===== config.mk =====
export PLATFORM = sky130hd
export DESIGN_NAME = layer_compositor
export DESIGN_NICKNAME = d
export VERILOG_FILES = /design/src/rtl/display_pkg.sv /design/src/rtl/sprite_hit.sv /design/src/rtl/layer_compositor.sv
export SDC_FILE = /design/constraint.sdc
export NUM_CORES = 1
export LEC_CHECK = 0
export CORE_ASPECT_RATIO = 0.6
export CORE_MARGIN = 5
export CORE_UTILIZATION = 56
export DETAILED_ROUTE_END_ITERATION = 10
export GPL_ROUTABILITY_DRIVEN = 0
export HOLD_SLACK_MARGIN = 0.12
export MAX_ROUTING_LAYER = met4
export PLACE_DENSITY = 0.95
export SYNTH_ARGS = -nofsm -noshare
export SYNTH_HDL_FRONTEND = slang
export SYNTH_SLANG_ARGS = --single-unit
export TNS_END_PERCENT = 5

===== constraint.sdc =====
create_clock -name vclock -period 17.32 [get_ports vclock]
set_input_delay 3.464 -clock vclock [delete_from_list [all_inputs] [get_ports vclock]]
set_output_delay 3.464 -clock vclock [all_outputs]
set_load 0.02 [all_outputs]

===== src/rtl/display_pkg.sv =====
// Shared display types and pipeline constants for the sprite compositor.
package display_pkg;

  typedef logic [11:0] rgb12;

  localparam rgb12 TRANSPARENT  = 12'h000;
  localparam int   PIPE_LATENCY = 3;
  localparam int   HC_W         = 11;
  localparam int   VC_W         = 10;
  localparam int   REL_W        = 5;

  function automatic logic opaque(input rgb12 pix);
    return pix != TRANSPARENT;
  endfunction

endpackage


===== src/rtl/sprite_hit.sv =====
// Combinational hit test and sprite-relative coordinates for one sprite layer.
module sprite_hit
  import display_pkg::*;
#(
  parameter int SPR_W = 20,
  parameter int SPR_H = 20
) (
  input  logic [HC_W-1:0]  hcount,
  input  logic [VC_W-1:0]  vcount,
  input  logic [HC_W-1:0]  x,
  input  logic [VC_W-1:0]  y,
  input  logic             en,
  output logic             hit,
  output logic [REL_W-1:0] rel_x,
  output logic [REL_W-1:0] rel_y
);

  logic [HC_W:0] x_end;
  logic [VC_W:0] y_end;

  // One extra bit keeps sprites near the right/bottom edge from wrapping to column/row 0.
  assign x_end = {1'b0, x} + (HC_W+1)'(SPR_W);
  assign y_end = {1'b0, y} + (VC_W+1)'(SPR_H);

  assign hit = en && (hcount >= x) && ({1'b0, hcount} < x_end)
                  && (vcount >= y) && ({1'b0, vcount} < y_end);

  assign rel_x = REL_W'(hcount - x);
  assign rel_y = REL_W'(vcount - y);

endmodule


===== src/rtl/layer_compositor.sv =====
// Three-stage sprite-over-wave compositor with vsync-latched sprite state.
// Optional frame animation counter enabled by defining COMPOSITOR_ANIM_EN.
module layer_compositor
  import display_pkg::*;
#(
  parameter int   NUM_SPRITES = 4,
  parameter int   SPR_W       = 20,
  parameter int   SPR_H       = 20,
  parameter int   LOG_FRAMES  = 2,
  parameter rgb12 UPPER_COLOR = 12'hFFF,
  parameter rgb12 LOWER_COLOR = 12'h00F,
  parameter int   ANIM_DIV    = 8
) (
  input  logic                             vclock,
  input  logic                             reset,
  input  logic [HC_W-1:0]                  hcount,
  input  logic [VC_W-1:0]                  vcount,
  input  logic                             hsync,
  input  logic                             vsync,
  input  logic                             blank,
  input  logic [VC_W-1:0]                  wave_prof,
  input  logic [NUM_SPRITES*HC_W-1:0]      spr_x,
  input  logic [NUM_SPRITES*VC_W-1:0]      spr_y,
  input  logic [NUM_SPRITES*LOG_FRAMES-1:0] spr_frame,
  input  logic [NUM_SPRITES-1:0]           spr_en,
  output logic [NUM_SPRITES*REL_W-1:0]     rom_x,
  output logic [NUM_SPRITES*REL_W-1:0]     rom_y,
  output logic [NUM_SPRITES*LOG_FRAMES-1:0] rom_frame,
  input  logic [NUM_SPRITES*12-1:0]        rom_pix,
  output rgb12                             p_rgb,
  output logic                             hsync_out,
  output logic                             vsync_out,
  output logic                             blank_out
);

  localparam int NS = NUM_SPRITES;
  localparam int LF = LOG_FRAMES;

  logic                vsync_reg;
  logic                vsync_fall;
  logic [NS*HC_W-1:0]  shadow_x_reg;
  logic [NS*VC_W-1:0]  shadow_y_reg;
  logic [NS*LF-1:0]    shadow_frame_reg;
  logic [NS-1:0]       shadow_en_reg;

  logic [NS-1:0]       hit_next;
  logic [NS*REL_W-1:0] rel_x_next;
  logic [NS*REL_W-1:0] rel_y_next;
  logic [NS*LF-1:0]    frame_next;
  rgb12                bg_next;
  rgb12                pix_next;

  logic [NS-1:0]       s1_hit_reg;
  logic [NS-1:0]       s2_hit_reg;
  rgb12                s1_bg_reg;
  rgb12                s2_bg_reg;
  // {blank, vsync, hsync} delay line; entry k is the stage-(k+1) copy.
  logic [2:0]          ctl_pipe_reg [PIPE_LATENCY];

  assign vsync_fall = vsync_reg & ~vsync;

  always_ff @(posedge vclock or posedge reset) begin
    if (reset) begin
      vsync_reg        <= 1'b0;
      shadow_x_reg     <= '0;
      shadow_y_reg     <= '0;
      shadow_frame_reg <= '0;
      shadow_en_reg    <= '0;
    end else begin
      vsync_reg <= vsync;
      if (vsync_fall) begin
        shadow_x_reg     <= spr_x;
        shadow_y_reg     <= spr_y;
        shadow_frame_reg <= spr_frame;
        shadow_en_reg    <= spr_en;
      end
    end
  end

`ifdef COMPOSITOR_ANIM_EN
  localparam int DIV_W = $clog2(ANIM_DIV + 1);

  logic [DIV_W-1:0] div_reg;
  logic [LF-1:0]    anim_reg;

  // div_reg counts latch events 1..ANIM_DIV, so the first ANIM_DIV frames use step 0.
  always_ff @(posedge vclock or posedge reset) begin
    if (reset) begin
      div_reg  <= '0;
      anim_reg <= '0;
    end else if (vsync_fall) begin
      if (div_reg == DIV_W'(ANIM_DIV)) begin
        div_reg  <= DIV_W'(1);
        anim_reg <= anim_reg + 1'b1;
      end else begin
        div_reg <= div_reg + 1'b1;
      end
    end
  end

  for (genvar gi = 0; gi < NS; gi++) begin : g_anim
    assign frame_next[gi*LF +: LF] = shadow_frame_reg[gi*LF +: LF] + anim_reg;
  end
`else
  assign frame_next = shadow_frame_reg;
`endif

  for (genvar gi = 0; gi < NS; gi++) begin : g_sprite
    sprite_hit #(
      .SPR_W (SPR_W),
      .SPR_H (SPR_H)
    ) u_hit (
      .hcount (hcount),
      .vcount (vcount),
      .x      (shadow_x_reg[gi*HC_W +: HC_W]),
      .y      (shadow_y_reg[gi*VC_W +: VC_W]),
      .en     (shadow_en_reg[gi]),
      .hit    (hit_next[gi]),
      .rel_x  (rel_x_next[gi*REL_W +: REL_W]),
      .rel_y  (rel_y_next[gi*REL_W +: REL_W])
    );
  end

  assign bg_next = (vcount > wave_prof) ? LOWER_COLOR : UPPER_COLOR;

  // Highest index first so the lowest opaque sprite overwrites last and wins.
  always_comb begin
    pix_next = s2_bg_reg;
    for (int i = NS - 1; i >= 0; i--) begin
      if (s2_hit_reg[i] && opaque(rom_pix[i*12 +: 12]))
        pix_next = rom_pix[i*12 +: 12];
    end
    if (ctl_pipe_reg[1][2])
      pix_next = 12'h000;
  end

  always_ff @(posedge vclock or posedge reset) begin
    if (reset) begin
      s1_hit_reg <= '0;
      s2_hit_reg <= '0;
      s1_bg_reg  <= '0;
      s2_bg_reg  <= '0;
      rom_x      <= '0;
      rom_y      <= '0;
      rom_frame  <= '0;
      p_rgb      <= '0;
      for (int i = 0; i < PIPE_LATENCY; i++)
        ctl_pipe_reg[i] <= 3'b111;
    end else begin
      s1_hit_reg      <= hit_next;
      s1_bg_reg       <= bg_next;
      rom_x           <= rel_x_next;
      rom_y           <= rel_y_next;
      rom_frame       <= frame_next;
      s2_hit_reg      <= s1_hit_reg;
      s2_bg_reg       <= s1_bg_reg;
      ctl_pipe_reg[0] <= {blank, vsync, hsync};
      for (int i = 1; i < PIPE_LATENCY; i++)
        ctl_pipe_reg[i] <= ctl_pipe_reg[i-1];
      p_rgb           <= pix_next;
    end
  end

  assign {blank_out, vsync_out, hsync_out} = ctl_pipe_reg[PIPE_LATENCY-1];

endmodule


### Word-level counts from Yosys, hierarchy flattened

Cells that the tools add are included.

* input port bits: 180
* output and inout bits: 63
* word-level logic and storage cells: 81
* flip-flop bits (word level): 198

* $add $sub $neg: 16
* bitwise operators: 2
* muxes and demuxes: 6
* reductions and logical operators: 24
* order comparisons: 17

Operator list (count)
* $mux 12: 6
* $add 11x5->12 const B: 4
* $lt 11x12->1: 4
* $reduce_bool 12->1: 4
* $add 10x5->11 const B: 4
* $ge 11x11->1: 4
* $lt 10x11->1: 4
* $ge 10x10->1: 4
* $sub 5x5->5: 8
* $logic_and 1x1->1: 20
* $gt 10x10->1: 1
* $and 1x1->1: 1
* $not 1->1: 1

### Longest topological paths before layout

* word-level depth: 7
* gate-level depth with buffers: 11
* depth with buffers taken out: 11

### Hierarchy

Synthesis repeated with hierarchy kept, for this count alone.

* cell total of the unflattened synthesis: 1093
* area, all modules: 11812.6 um^2

By module, submodules not included
* layer_compositor: instances 1, seq. area each 4465.5 um^2, area an instance 6607.6 um^2, cells an instance 426
* sprite_hit at g_sprite[1].u_hit ...: instances 2, seq. area each 0.0 um^2, area an instance 1305.0 um^2, cells an instance 167
* sprite_hit at g_sprite[2].u_hit: instances 1, seq. area each 0.0 um^2, area an instance 1301.2 um^2, cells an instance 167
* sprite_hit at g_sprite[0].u_hit: instances 1, seq. area each 0.0 um^2, area an instance 1293.7 um^2, cells an instance 166

### Worst setup path before layout

OpenSTA, ideal clock, no wires.

* path kind: input-to-reg
* start point: in rom_pix[26]
* end point: reg p_rgb[5]
* library setup time: 0.094 ns
* data arrival time: 5.019 ns
* buffers on the path: 1
* required time: 17.226 ns
* slack: 12.207 ns
* cell stages on the path: 7
* cells stage by stage: or4_1 o31ai_4 buf_6 nor2_1 a311oi_1 a21oi_1 a211oi_1

* cells in the longest elaborated chain, start to end: 6

RTL lines
* start, declared: RTL line layer_compositor.sv:29 `input logic [NUM_SPRITES*12-1:0] rom_pix,`
* $reduce_bool 12->1: RTL line display_pkg.sv:13 `return pix != TRANSPARENT;`
* $logic_and 1x1->1: RTL line layer_compositor.sv:130 `if (s2_hit_reg[i] && opaque(rom_pix[i*12 +: 12]))`
* $mux 12 (3 in series): RTL line layer_compositor.sv:130
* $mux 12: RTL line layer_compositor.sv:133 `if (ctl_pipe_reg[1][2])`
* named net pix_next[5]: RTL line layer_compositor.sv:51 `rgb12 pix_next;`
* end signal, assigned: RTL line layer_compositor.sv:160 `p_rgb <= pix_next;`
* end, declared: RTL line layer_compositor.sv:30 `output rgb12 p_rgb,`

The timed path passes the listed nets, and every way through them passes these cells.
A chain may end at the register's enable or synchronous reset.

### Worst setup path in the final report

* start point: in vcount[1]
* end point: reg s1_hit_reg[1]

* cells in the longest elaborated chain, start to end: 3
* elaborated cells on any way between the ends: 4
* classes of those cells: order compare: 2; reduce/logical: 2

RTL lines
* start, declared: RTL line layer_compositor.sv:17 `input logic [VC_W-1:0] vcount,`
* $ge 10x10->1: RTL line sprite_hit.sv:26 `&& (vcount >= y) && ({1'b0, vcount} < y_end);`
* $logic_and 1x1->1: RTL line sprite_hit.sv:26
* $logic_and 1x1->1 (*): RTL line sprite_hit.sv:26
* named net g_sprite[1].u_hit.hit: RTL line sprite_hit.sv:13 `output logic hit,`
* end signal, assigned: RTL line layer_compositor.sv:150 `s1_hit_reg <= hit_next;`
* end, declared: RTL line layer_compositor.sv:53 `logic [NS-1:0] s1_hit_reg;`

Mark *: on every way through the listed nets, which the timed path passes. The rest lies on a longest branch.

==> metrics.yaml <==
worst_setup_path:
  critical_path_arrival_ns: 6.20
  endpoint_kind: "register"
  critPathLaunchType: "input port"
  crit_path_top_delay_cell: "clkdlybuf4s50_1"
  worst_path_largest_cell_delay_ns: 0.69
  path_cells: "clkdlybuf4s50_1, inv_1, fa_1, nor2b_1, o21ai_0, and4b_1, o21ai_0, a31oi_1, nor4_1"
  path_max_fanout: 6
  critPathMostFrequentCell: "o21ai_0"
  worst-setup-path-type: "in2reg"
  worst-path-buf-inv: 2
  critical_path.top_delay_family: "buffers and inverters"
  required_ns: 17.64
floorplanning:
  pin_count: 243
  die_w_um: 193
  dieArea_um2: 23100
  coreArea_um2: 19900
  rows: 40
  start_util_pct: 56.6
  die_h_um: 120
yosys:
  yosys_register_bits: 178
  synth_cell_types: 54
  async_flop_share_pct: 100
  synth_edf_count: 0
  yosysWarnings: 0
  syn-num-nets: 1510
  syn_area_um2: 11200
  ys_dominant_reg_cell: "dfrtp_1"
  ys_seq_area_share_pct: 39.7
  syn_inst: 1152
  synth.avg_cell_area_um2: 9.76
grt:
  grt_pass1_wl_um: 51500
  antenna_found_initial: 4
  grtUsageTotal_pct: 29.1
  grt_overflow_total: 0
  grt_max_degree: 107
  grt_pass1_vias: 10299
place:
  place_area_um2: 13900
  hpwl_um: 25100
  portBuffers: 242
worst_hold_path:
  hold_path_class: "reg2reg"
flow_run:
  cap_violations: 0
pwr:
  ir_worst_vdd_mv: 0.0807
  p_per_area_nw_per_um2: 99.4
  p_leak_nw: 6.53
layout:
  stdcell_area_um2: 14500
  largest_reg_flops: 44
  area_growth_pct: 29.2
  layout-drive-gt1-share_pct: 4.85
  nNetsFinal: 1747
clocking:
  clkLatencyLatePin_ns: 0.44
  post_cts_buffers: 0
  cts_tree: "yes"
  clk_path_buf_depth: 2
  cts-resized-gates: 0
  cts-root-buf: "clkbuf_16"
  cts.sinks: 178
  cts_buffers: 17
  holdBufCountCts: 0
  htreeDepth: 4
  clkTransAtPathRegs_ns: 0.07
drt:
  postRouteAntennaNets: 0
  first_pass_iters: 7
  vias: 9744
  drt-vias-per-instance: 5.81
  wl_um: 32700
  drc: 0
  drt_iter0_markers: 800
  wl_per_cell_um: 19.5
sta:
  slew_viol_final: 0
  finalCriticalPeriod_ns: 5.88
  final_hold_viol_count: 0
  clock_skew_ns: 0.00831
  rsz0062_at_grt: "false"
  fin_crit_sh_pct: 34.0
  slew-limit-headroom_pct: 20.0
  max_freq_mhz: 170
  worst_pin_slew_ns: 1.19
  tns_ns: 0
  finalSetupViolCount: 0
run_status:
  run_status: "finished, final reports clean"
==> routing by layer <==
layer  GRT usage [%]  wire length (um)
met1            37.6             13900
met2            45.0             14800
met3            7.18              2850
met4            10.6              1070
met5               -                 0
==> stage by stage <==
stage / instances / util [%] / power (W) / hold WS (ns) / setup slack [ns]
floorplan: 1152 / - / 0.000828 / 0.331 / 9.04
global placement: 1643 / 70.1 / 0.00101 / 0.332 / 11.24
detailed placement: 1643 / 70.1 / 0.00104 / 0.335 / 11.04
CTS: 1674 / 73.1 / 0.00144 / 0.351 / 11.49
global route: 1677 / 73.1 / 0.00152 / 0.359 / 11.30
finish: 1677 / 73.1 / 0.00144 / 0.350 / 11.44
==> layout make-up <==
| class | instances | area [um^2] |
|---|---|---|
| repair buffers | 245 | 2440 |
| clock buffers | 17 | 425 |
| well taps | 273 | 342 |
| multi-input cells | 821 | 6200 |
| inverters | 126 | 478 |
| fillers | 1337 | 5350 |
| diodes | 3 | 7.51 |
| flip-flops and latches | 178 | 4470 |
| clock inverters | 14 | 161 |
==> logic make-up after synthesis <==
group                    after synthesis  synth area share (%)
AO/OA/AOI/OAI                        296                  16.3
multiplexers                          20                  2.00
flip-flops                           178                  39.7
XOR/XNOR                              74                  5.77
buffers and inverters                153                  5.19
other                                  1                0.0334
AND/OR/NAND/NOR                      252                  10.6
adder cells (fa/ha/maj)              178                  20.3
==> cells in the final DEF, fill, tap and decap left out, drive strengths merged, types with 4 or more instances in the layout <==
cell / instances
clkdlybuf4s50: 242
o21ai: 121
a21o: 20
and3: 10
xnor2: 66
nand2b: 9
o21a: 16
dfstp: 9
o2111ai: 5
a31oi: 13
nor2: 38
mux2: 20
nor2b: 14
clkinv: 7
dfrtp: 169
a211oi: 18
a311oi: 11
fa: 8
xor2: 8
nand3: 21
o211ai: 4
clkbuf: 17
inv: 128
o31ai: 5
nand4: 9
nor4: 14
a21oi: 54
nor3: 18
nand2: 105
or4: 6
o32ai: 6
ha: 170
==> final timing paths <==
path                       slack [ns]  cells after the start          endpoint              from
max                             11.44                      9     s1_hit_reg[1]         vcount[1]
min                              0.35                      0     s2_hit_reg[2]     s1_hit_reg[2]
max reg2reg                     14.66                     11     s1_hit_reg[1]  shadow_x_reg[13]
min reg2reg                      0.35                      0     s2_hit_reg[2]     s1_hit_reg[2]
max in group asynchronous       12.16                      3     frame_next[0]             reset
min in group asynchronous        3.62                      2  shadow_en_reg[1]             reset
==> worst register-to-register path, stage by stage, from the launching register on <==
cell     delay [ns]
dfrtp_1        0.37
inv_1          0.08
o21ai_0        0.37
nand3_1        0.15
xnor2_1        0.23
ha_1           0.32
a21oi_1        0.19
and3_1         0.16
o21ai_0        0.07
a31oi_1        0.19
a21oi_1        0.06
nor4_1         0.34
==> power breakdown <==
group          switching, W  internal [W]
clock              0.000172      0.000226
sequential        0.0000397      0.000486
combinational      0.000275      0.000245
==> cells in the mapped netlist (3+ instances only) <==
cell type	count	area, um^2
and3_1	10	62.6
or3_1	3	18.8
o21bai_1	3	22.5
a311oi_1	11	96.3
a31oi_1	13	81.3
or4_1	5	37.5
o2111ai_1	5	43.8
nand2b_1	9	56.3
nor2_1	38	143
a211oi_1	18	135
a2111oi_0	3	26.3
xnor2_1	66	578
mux2_2	20	225
a21o_1	20	150
nor4_1	14	87.6
inv_1	126	473
fa_1	8	160
a21oi_1	54	270
o32ai_1	6	52.6
nand3_1	21	105
dfrtp_1	169	4230
xor2_1	8	70.1
nor2b_1	14	87.6
o31ai_1	4	30.0
a221o_1	3	30.0
nand4_1	9	56.3
nand2_1	105	394
o21a_1	16	120
dfstp_2	9	236
o21ai_0	121	606
nor3_1	18	90.1
clkbuf_1	23	86.3
o211ai_1	4	30.0
ha_1	170	2130
No activity file was read; power rests on OpenSTA's default activity.
